===== config.mk =====
export PLATFORM = sky130hd
export DESIGN_NAME = minn_sync_controller
export DESIGN_NICKNAME = d
export VERILOG_FILES = /design/src/rtl/minn_pkg.sv /design/src/rtl/minn_metric_gate.sv /design/src/rtl/minn_sync_controller.sv
export SDC_FILE = /design/constraint.sdc
export NUM_CORES = 2
export LEC_CHECK = 0
export ABC_AREA = 0
export BUFFER_PORTS_ARGS = -buffer_cell sky130_fd_sc_hd__buf_2
export CORE_ASPECT_RATIO = 1.75
export CORE_UTILIZATION = 36
export CTS_CLUSTER_SIZE = 10
export DETAILED_ROUTE_END_ITERATION = 16
export SLEW_MARGIN = 25
export SYNTH_ARGS = -nofsm -noshare
export SYNTH_HDL_FRONTEND = slang
export SYNTH_SLANG_ARGS = --single-unit

===== constraint.sdc =====
create_clock -name clk -period 9.9 [get_ports clk]
set_input_delay 0.495 -clock clk [delete_from_list [all_inputs] [get_ports clk]]
set_output_delay 0.495 -clock clk [all_outputs]
set_load 0.01 [all_outputs]

===== src/rtl/minn_pkg.sv =====
// Shared types and width helpers for the Minn preamble sync controller.
package minn_pkg;

  typedef enum logic [1:0] {
    ST_IDLE    = 2'd0,
    ST_ARMED   = 2'd1,
    ST_SEARCH  = 2'd2,
    ST_HOLDOFF = 2'd3
  } sync_state_e;

  // P = corr_recent + corr_previous needs one growth bit.
  function automatic int p_width(input int corr_w);
    return corr_w + 1;
  endfunction

  // R = energy_recent + energy_previous needs one growth bit.
  function automatic int r_width(input int energy_w);
    return energy_w + 1;
  endfunction

  // Signed compare width holding both P<<<frac and threshold*R exactly,
  // plus a guard bit so neither side can wrap into the sign.
  function automatic int prod_width(input int pw, input int rw, input int tw, input int tf);
    int a, b;
    a = pw + tf;
    b = rw + tw + 1;
    return ((a > b) ? a : b) + 1;
  endfunction

endpackage


===== src/rtl/minn_metric_gate.sv =====
// Two-stage P/R sum and divider-free ratio threshold. Also owns the
// free-running sample index so the index travels with its metric.
module minn_metric_gate
  import minn_pkg::*;
#(
  parameter int CORR_WIDTH   = 35,
  parameter int ENERGY_WIDTH = 35,
  parameter int THR_WIDTH    = 16,
  parameter int THR_FRAC     = 15,
  parameter int IDX_WIDTH    = 32
) (
  input  logic                           clk,
  input  logic                           rst,
  input  logic                           taps_valid,
  input  logic [THR_WIDTH-1:0]           threshold,
  input  logic signed [CORR_WIDTH-1:0]   corr_recent,
  input  logic signed [CORR_WIDTH-1:0]   corr_previous,
  input  logic signed [ENERGY_WIDTH-1:0] energy_recent,
  input  logic signed [ENERGY_WIDTH-1:0] energy_previous,
  output logic                           metric_valid,
  output logic                           gate,
  output logic signed [CORR_WIDTH:0]     metric_p,
  output logic [IDX_WIDTH-1:0]           metric_idx
);

  localparam int PW = p_width(CORR_WIDTH);
  localparam int RW = r_width(ENERGY_WIDTH);
  localparam int MW = prod_width(PW, RW, THR_WIDTH, THR_FRAC);

  logic [IDX_WIDTH-1:0] sample_idx_q, sample_idx_d;
  logic                 s1_vld_q, s1_vld_d;
  logic signed [PW-1:0] s1_p_q, s1_p_d;
  logic signed [RW-1:0] s1_r_q, s1_r_d;
  logic [IDX_WIDTH-1:0] s1_idx_q, s1_idx_d;
  logic                 mv_q, mv_d;
  logic                 gate_q, gate_d;
  logic signed [PW-1:0] p2_q, p2_d;
  logic [IDX_WIDTH-1:0] idx2_q, idx2_d;

  logic signed [MW-1:0] p_ext, r_ext, t_ext, lhs, rhs;
  logic                 pass;

  // Ratio test P/R >= thr rewritten as P*2^frac >= thr*R at full precision.
  // R = 0 with P > 0 passes naturally since the right side is 0.
  always_comb begin
    p_ext = {{(MW-PW){s1_p_q[PW-1]}}, s1_p_q};
    r_ext = {{(MW-RW){s1_r_q[RW-1]}}, s1_r_q};
    t_ext = {{(MW-THR_WIDTH){1'b0}}, threshold};
    lhs   = p_ext <<< THR_FRAC;
    rhs   = t_ext * r_ext;
    pass  = !s1_p_q[PW-1] && (s1_p_q != '0) && (lhs >= rhs);
  end

  // Stage 1 captures sums and index; stage 2 captures the gate decision.
  always_comb begin
    sample_idx_d = sample_idx_q;
    s1_vld_d     = taps_valid;
    s1_p_d       = s1_p_q;
    s1_r_d       = s1_r_q;
    s1_idx_d     = s1_idx_q;
    mv_d         = s1_vld_q;
    gate_d       = 1'b0;
    p2_d         = p2_q;
    idx2_d       = idx2_q;
    if (taps_valid) begin
      sample_idx_d = sample_idx_q + IDX_WIDTH'(1);
      s1_p_d       = {corr_recent[CORR_WIDTH-1], corr_recent}
                   + {corr_previous[CORR_WIDTH-1], corr_previous};
      s1_r_d       = {energy_recent[ENERGY_WIDTH-1], energy_recent}
                   + {energy_previous[ENERGY_WIDTH-1], energy_previous};
      s1_idx_d     = sample_idx_q;
    end
    if (s1_vld_q) begin
      gate_d = pass;
      p2_d   = s1_p_q;
      idx2_d = s1_idx_q;
    end
  end

  // Pipeline registers.
  always_ff @(posedge clk) begin
    if (rst) begin
      sample_idx_q <= '0;
      s1_vld_q     <= 1'b0;
      s1_p_q       <= '0;
      s1_r_q       <= '0;
      s1_idx_q     <= '0;
      mv_q         <= 1'b0;
      gate_q       <= 1'b0;
      p2_q         <= '0;
      idx2_q       <= '0;
    end else begin
      sample_idx_q <= sample_idx_d;
      s1_vld_q     <= s1_vld_d;
      s1_p_q       <= s1_p_d;
      s1_r_q       <= s1_r_d;
      s1_idx_q     <= s1_idx_d;
      mv_q         <= mv_d;
      gate_q       <= gate_d;
      p2_q         <= p2_d;
      idx2_q       <= idx2_d;
    end
  end

  assign metric_valid = mv_q;
  assign gate         = gate_q;
  assign metric_p     = p2_q;
  assign metric_idx   = idx2_q;

endmodule


===== src/rtl/minn_sync_controller.sv =====
// Minn preamble detector: peak search over a fixed window of gated metric
// events, one detect pulse per window, then a holdoff period.
module minn_sync_controller
  import minn_pkg::*;
#(
  parameter int CORR_WIDTH   = 35,
  parameter int ENERGY_WIDTH = 35,
  parameter int THR_WIDTH    = 16,
  parameter int THR_FRAC     = 15,
  parameter int SEARCH_LEN   = 64,
  parameter int HOLDOFF_LEN  = 1024,
  parameter int IDX_WIDTH    = 32
) (
  input  logic                           clk,
  input  logic                           rst,
  input  logic                           enable,
  input  logic [THR_WIDTH-1:0]           threshold,
  input  logic                           taps_valid,
  input  logic signed [CORR_WIDTH-1:0]   corr_recent,
  input  logic signed [CORR_WIDTH-1:0]   corr_previous,
  input  logic signed [ENERGY_WIDTH-1:0] energy_recent,
  input  logic signed [ENERGY_WIDTH-1:0] energy_previous,
  output logic                           detect_valid,
  output logic [IDX_WIDTH-1:0]           detect_index,
  output logic signed [CORR_WIDTH:0]     detect_peak,
  output logic                           busy
);

  localparam int PW  = p_width(CORR_WIDTH);
  localparam int SCW = $clog2(SEARCH_LEN + 1);
  localparam int HCW = $clog2(HOLDOFF_LEN + 1);

  logic                 mv, gate;
  logic signed [PW-1:0] m_p;
  logic [IDX_WIDTH-1:0] m_idx;

  minn_metric_gate #(
    .CORR_WIDTH  (CORR_WIDTH),
    .ENERGY_WIDTH(ENERGY_WIDTH),
    .THR_WIDTH   (THR_WIDTH),
    .THR_FRAC    (THR_FRAC),
    .IDX_WIDTH   (IDX_WIDTH)
  ) u_gate (
    .clk            (clk),
    .rst            (rst),
    .taps_valid     (taps_valid),
    .threshold      (threshold),
    .corr_recent    (corr_recent),
    .corr_previous  (corr_previous),
    .energy_recent  (energy_recent),
    .energy_previous(energy_previous),
    .metric_valid   (mv),
    .gate           (gate),
    .metric_p       (m_p),
    .metric_idx     (m_idx)
  );

  sync_state_e          state_q, state_d;
  logic [SCW-1:0]       search_cnt_q, search_cnt_d;
  logic [HCW-1:0]       hold_cnt_q, hold_cnt_d;
  logic signed [PW-1:0] best_p_q, best_p_d;
  logic [IDX_WIDTH-1:0] best_idx_q, best_idx_d;
  logic                 det_vld_q, det_vld_d;
  logic [IDX_WIDTH-1:0] det_idx_q, det_idx_d;
  logic signed [PW-1:0] det_peak_q, det_peak_d;

  // Window event scratch: entry and in-window events share the close-out path
  // so SEARCH_LEN = 1 completes on the entry event itself.
  logic                 win_evt;
  logic [SCW-1:0]       cnt_c;
  logic signed [PW-1:0] bp_c;
  logic [IDX_WIDTH-1:0] bi_c;
  logic [HCW-1:0]       hold_n;

  // Next-state, counters and detect outputs; enable low overrides everything.
  always_comb begin
    state_d      = state_q;
    search_cnt_d = search_cnt_q;
    hold_cnt_d   = hold_cnt_q;
    best_p_d     = best_p_q;
    best_idx_d   = best_idx_q;
    det_vld_d    = 1'b0;
    det_idx_d    = det_idx_q;
    det_peak_d   = det_peak_q;
    win_evt      = 1'b0;
    cnt_c        = search_cnt_q + SCW'(1);
    bp_c         = best_p_q;
    bi_c         = best_idx_q;
    hold_n       = hold_cnt_q + HCW'(1);

    if (!enable) begin
      state_d      = ST_IDLE;
      search_cnt_d = '0;
      hold_cnt_d   = '0;
    end else begin
      case (state_q)
        ST_IDLE: state_d = ST_ARMED;
        ST_ARMED: begin
          if (mv && gate) begin
            win_evt = 1'b1;
            cnt_c   = SCW'(1);
            bp_c    = m_p;
            bi_c    = m_idx;
          end
        end
        ST_SEARCH: begin
          if (mv) begin
            win_evt = 1'b1;
            // Strictly greater keeps the earliest of equal peaks.
            if (gate && (m_p > best_p_q)) begin
              bp_c = m_p;
              bi_c = m_idx;
            end
          end
        end
        ST_HOLDOFF: begin
          if (mv) begin
            if (hold_n == HCW'(HOLDOFF_LEN)) begin
              state_d    = ST_ARMED;
              hold_cnt_d = '0;
            end else begin
              hold_cnt_d = hold_n;
            end
          end
        end
        default: state_d = ST_IDLE;
      endcase

      if (win_evt) begin
        best_p_d   = bp_c;
        best_idx_d = bi_c;
        if (cnt_c == SCW'(SEARCH_LEN)) begin
          state_d      = ST_HOLDOFF;
          search_cnt_d = '0;
          hold_cnt_d   = '0;
          det_vld_d    = 1'b1;
          det_idx_d    = bi_c;
          det_peak_d   = bp_c;
        end else begin
          state_d      = ST_SEARCH;
          search_cnt_d = cnt_c;
        end
      end
    end
  end

  // State, counters and output registers.
  always_ff @(posedge clk) begin
    if (rst) begin
      state_q      <= ST_IDLE;
      search_cnt_q <= '0;
      hold_cnt_q   <= '0;
      best_p_q     <= '0;
      best_idx_q   <= '0;
      det_vld_q    <= 1'b0;
      det_idx_q    <= '0;
      det_peak_q   <= '0;
    end else begin
      state_q      <= state_d;
      search_cnt_q <= search_cnt_d;
      hold_cnt_q   <= hold_cnt_d;
      best_p_q     <= best_p_d;
      best_idx_q   <= best_idx_d;
      det_vld_q    <= det_vld_d;
      det_idx_q    <= det_idx_d;
      det_peak_q   <= det_peak_d;
    end
  end

  assign detect_valid = det_vld_q;
  assign detect_index = det_idx_q;
  assign detect_peak  = det_peak_q;
  assign busy         = (state_q == ST_SEARCH) || (state_q == ST_HOLDOFF);

endmodule

---- Word-level counts from Yosys, hierarchy flattened ----
Index checks and enable logic that the tools add are counted.
W data, S select, Z words.
word-level totals
  bits in registers ....................... 364
  bits in latches ......................... 0
  bits in writable memories ............... 0
  bits in read-only memories .............. 0
  input port bits ......................... 160
  output and inout port bits .............. 70
  word-level logic and storage cells ...... 77
  memories kept ........................... 0
operators by class
  add/subtract/negate cells ............... 5
  multipliers ............................. 1
  divide/modulo/power cells ............... 0
  order comparisons ....................... 2
  equality and inequality tests ........... 7
  shifts and indexed selects .............. 0
  multiplexer cells ....................... 27
  bitwise logic cells ..................... 3
  reductions and logical operators ........ 15
operator list
  operator                 number
  $mux W36                 3
  $mux W32                 3
  $add A35 B35 Y36         2
  $pmux W36 S2             1
  $pmux W32 S2             1
  $mux W11                 5
  $ge A51 B53 Y1           1
  $mul A17 B36 Y53         1
  $gt A36 B36 Y1           1
  $reduce_bool A36 Y1      1
  $add A32 B1 Y32 const B  1
  $mux W7                  4
  $add A11 B1 Y11 const B  1
  $eq A11 B11 Y1 const B   1
  $add A7 B1 Y7 const B    1
  $eq A7 B7 Y1 const B     1
  $mux W2                  3
  $reduce_and A3 Y1        2
  $mux W1                  5
  $eq A2 B2 Y1 const B     2
  $logic_and A1 B1 Y1      4
  $pmux W2 S2              1
  $reduce_or A2 Y1         2
  $ne A3 B1 Y1 const B     1
  other kinds (10)         12

---- Logic depth before layout (Yosys ltp) ----
  depth after elaboration ................. 7
  depth in mapped cells ................... 37
  mapped depth without buffers ............ 35

---- By module ----
From an unflattened synthesis, not the netlist that was laid out.
unflattened totals
  cells, all modules ...................... 4669
  area total of the unflattened synthesis .. 40338.7 µm²
modules (own cells, without submodules)
  module                instances  cells each  area each (µm²)  seq. area each (µm²)
  minn_metric_gate      1          3536        31561.5          4144.0
  minn_sync_controller  1          1133        8777.2           3143.0

---- Least setup slack after synthesis ----
No wires, ideal clock.
  kind .................................... input -> register
  start point ............................. input threshold[2]
  end point ............................... register u_gate.gate_q, in the netlist u_gate.gate
  setup time .............................. 0.121 ns
  data arrival time ....................... 7.978 ns
  required time ........................... 9.779 ns
  setup slack ............................. 1.801 ns
  stages .................................. 30
  buffers on the path ..................... 3
  path through ............................ clkbuf_1 clkbuf_1 nand2_1 fa_1 fa_1 fa_1 fa_1 inv_1 fa_1 fa_1 ha_1 clkbuf_1 nand4_1 or2_2 nor2_1 a211o_1 o22a_1 a21oi_1 o31ai_1 a21boi_1 xor2_1 ha_1 nand4_1 nor4_1 and2_1 nand2_1 or4_1 o41ai_1 a21oi_1 mux2i_1
between the ends
  word-level cells in the longest chain between the ends .. 3
RTL lines
  item                  RTL line                    source
  start, declared       minn_sync_controller.sv:17  input logic [THR_WIDTH-1:0] threshold,
  $mul A17 B36 Y53      minn_metric_gate.sv:50      rhs = t_ext * r_ext;
  $ge A51 B53 Y1        minn_metric_gate.sv:51      pass = !s1_p_q[PW-1] && (s1_p_q != '0) && (lhs >= rhs);
  $logic_and A1 B1 Y1   minn_metric_gate.sv:51
  end signal, assigned  minn_metric_gate.sv:99      gate_q <= gate_d;
  end, declared         minn_metric_gate.sv:36      logic gate_q, gate_d;
Every way passes these cells.
A chain may end at the register's enable or synchronous reset.

---- Worst setup path after layout ----
  start point ............................. register u_gate.s1_r_q[19]
  end point ............................... register u_gate.gate_q, in the netlist u_gate.gate
between the ends
  word-level cells in the longest chain between the ends .. 3
RTL lines
  item                    RTL line                source
  start, declared         minn_metric_gate.sv:33  logic signed [RW-1:0] s1_r_q, s1_r_d;
  start signal, assigned  minn_metric_gate.sv:96  s1_r_q <= s1_r_d;
  $mul A17 B36 Y53        minn_metric_gate.sv:50
  $ge A51 B53 Y1          minn_metric_gate.sv:51
  $logic_and A1 B1 Y1     minn_metric_gate.sv:51
Every way passes these cells.

==> summary.txt <==
Place
  – RD Place Congestion: 0.9243
  – Port bufs: 229
  – Placed insts: 5681
  – Post-DP HPWL: 93310 um
  – Placed inst area: 40760 um2

Global routing
  – GRT Overall Usage: 22.32%
  – Initial antenna violation count: 12
  – Global-route wire length before repair: 185200 um
  – Grt ovf: 0
  – Largest net degree at the start of global routing: 106
  – Vias in the first global route: 32140

Worst setup path
  – Crit end category: flop
  – Worst-path maximum fanout: 17
  – Crit path largest cell delay: 0.92 ns
  – Crit start category: flop
  – Critical Path AT: 9.51 ns
  – Most frequent CP cell: fa_1
  – Worst-path cell with the longest stage delay: dfxtp_1
  – Flop2flop setup slack: 0.90 ns
  – Critical Path RT: 10.41 ns
  – Critical path class: reg -> reg

Routing
  – Vias/cell: 5.283
  – WL final: 119400 um
  – DRT Pass-1 Iters: 7
  – Via count: 30350
  – WL per Instance: 20.78 um
  – DR DRC count: 0
  – Final ANT Viol Nets: 0
  – Initial drt markers: 1595

Timing
  – RSZ-0062 raised after global routing: false
  – Final worst path period share: 90.95%
  – Period minus WS final: 9.004 ns
  – Slew HR: 26.06%
  – Final Hold Viols: 0
  – Max Slew Vio Count: 0
  – Setup TNS: 0 ns
  – Slew @ Worst Pin: 1.108 ns
  – Max Freq: 0.1111 GHz
  – Final setup vio count: 0
  – Worst Skew: 0.04290 ns

Die
  – # IOs: 230
  – Die width: 248.8 um
  – Chip height: 433.9 um
  – Core Area: 105800 um2
  – Rows: 158
  – Starting density of the core: 36.28%
  – DIE AREA: 107900 um2

Finish
  – Final instance area: 42070 um2
  – Fraction of layout cells with a size suffix above 1: 8.423%
  – Area grow syn2layout: 9.636%
  – Final Non-Filler Cells: 5745
  – Final net count: 5351

Worst hold path
  – Hold Path Class: in -> reg

Clock network
  – Hold-fix buffers, CTS: 0
  – Post_cts resized: 0
  – H-tree depth: 2
  – CTS root buffer: clkbuf_16
  – CTS buffer count: 45
  – Post-CTS setup buffer count: 0
  – Clk sink count: 364
  – CTS tree: yes
  – Clock Path Buffers: 3
  – Clock-pin slew on the worst setup and hold paths: 0.06 ns
  – Worst skew pair latency: 0.62 ns

Synthesis
  – Synth unique cells: 82
  – Syn Nets: 5228
  – Main synth FF type: dfxtp_1
  – Area of the mapped netlist: 38370 um2
  – EDFF count, synth: 0
  – Mapped Cells: 4245
  – Post-synth ARST share: 0%
  – Ys Warns: 0
  – Sequential-to-total area share from yosys stat: 18.99%
  – Mapped Avg Cell Area: 9.038 um2
  – Post-synthesis sequential element count: 364

Power and ir drop
  – Total Power: 11.67 mW
  – Flop pwr share: 14.1%
  – Clock network power share: 13.1%
  – Logic pwr share: 72.8%
  – NetSw: 5.888 mW
  – Int Pwr: 5.779 mW
  – Power per standard cell area: 277.4 nW/um2
  – Peak supply drop: 268.9 uV
  – Leak: 19.84 nW
  – Switching power share of the total: 50.46%

Outcome
  – Status: completed

Run
  – MaxCap Viol Count: 0
==> per-stage QoR <==
step                      hold slack, ns  utilization [%]  setup WS (ns)
final                             0.2509            39.77         0.8961
after global routing              0.2798            39.77         0.4249
after CTS                         0.2289            39.76          1.064
after detailed placement          0.4657            38.54         0.7766
after global placement            0.4554            38.54         0.8828
after floorplan                   0.4443                -          1.801
==> layer usage <==
metal  GRT usage, %  part of all wire (%)  vias to the layer above
li1               -                     -                    13930
met4          13.24                   6.6                       16
met2          41.13                    52                      850
met3          3.891                   5.6                      314
met1          23.72                    36                    15240
met5              0                 0.080                        -
==> path summary, 6_finish.rpt <==
path / start / to / cells past startpoint
worst max-delay path: u_gate.s1_r_q[19] / u_gate.gate / 27
worst min-delay path: energy_previous[0] / u_gate.s1_r_q[0] / 4
worst max register to register: u_gate.s1_r_q[19] / u_gate.gate / 27
worst min register to register: hold_cnt_q[1] / hold_cnt_q[1] / 2
==> Yosys cell counts (22+ instances only) <==
cell / number / area (um2)
o21ai_0: 77 / 385.4
nand4_1: 27 / 168.9
nand2_1: 455 / 1708
nor3_1: 26 / 130.1
nor2b_1: 22 / 137.6
dfxtp_1: 364 / 7287
xnor2_1: 61 / 534.3
nand3_1: 50 / 250.2
nand2b_1: 62 / 387.9
o2bb2ai_1: 33 / 289.0
a221o_1: 68 / 680.7
inv_1: 598 / 2245
xor2_1: 70 / 613.1
and3_1: 31 / 193.9
a22o_1: 36 / 315.3
mux2i_1: 145 / 1451
clkbuf_1: 170 / 638.1
and2_1: 248 / 1551
a21oi_1: 160 / 800.8
a21o_1: 86 / 645.6
nor2_1: 321 / 1205
ha_1: 276 / 3453
and2_0: 35 / 219.0
o21a_1: 25 / 187.7
fa_1: 547 / 10950
==> sequential cells by signal, indices dropped and copies added, names as in the netlist <==
signal and count:
u_gate.metric_idx 32, u_gate.gate 1, u_gate.s1_r_q 36, u_gate.sample_idx_q 32, search_cnt_q 7, u_gate.metric_valid 1, u_gate.mv_d 1, u_gate.metric_p 36
detect_peak 36, detect_valid 1, best_p_q 36, u_gate.s1_p_q 36, u_gate.s1_idx_q 32, state_q 2, detect_index 32, hold_cnt_q 11
best_idx_q 32
==> power groups by stage <==
stage	registers [mW]	clock network (mW)	logic (mW)
CTS	1.64	1.57	8.53
detailed placement	1.67	0	8.46
global route	1.65	1.61	9.44
floorplan	1.57	0	6.00
finish	1.64	1.53	8.50
global placement	1.67	0	8.37
==> final cells by class <==
cell class | count | area, um2
clock buffers | 52 | 1172
repair buffers | 275 | 1506
clock inverters | 8 | 118.9
diodes | 4 | 10.01
inverters | 601 | 2256
fillers | 10520 | 63700
multi-input cells | 3081 | 28010
flip-flops and latches | 364 | 7291
well taps | 1360 | 1702
==> critical path: cells and delay by family (launching register included) <==
kind,cells,cell delay (ns)
fa+ha+maj,8,3.79
simple gates,9,2.19
compound gates,6,1.53
flops,1,0.92
xor+xnor,1,0.21
mux,1,0.14
buf+inv,2,0.13
==> placed cells by master (no fill, tap or decap), types with 14 or more instances in the layout <==
cell       count
a21o_1        86
ha_1         276
nand3_1       50
o2bb2ai_1     33
nor2b_1       22
buf_4         46
nor3_1        26
nand2_1      455
and2_1       248
or3_1         14
and3_1        31
nor2_1       321
xor2_1        70
xnor2_1       61
and2_0        35
a31oi_1       19
a21oi_1      160
a22o_1        36
inv_1        598
buf_2        227
mux2i_1      145
o21a_1        25
dfxtp_1      363
nand2b_1      62
o21ai_0       76
clkbuf_16     45
a221o_1       68
nand4_1       27
fa_1         547
==> logic make-up after synthesis <==
kind of cell / share of synthesized area (%)
fa+ha+maj: 37.54
compound gates: 11.38
xor+xnor: 2.990
flops: 18.99
buf+inv: 8.055
mux: 3.783
simple gates: 17.25
No activity file was read; power rests on OpenSTA's default activity.
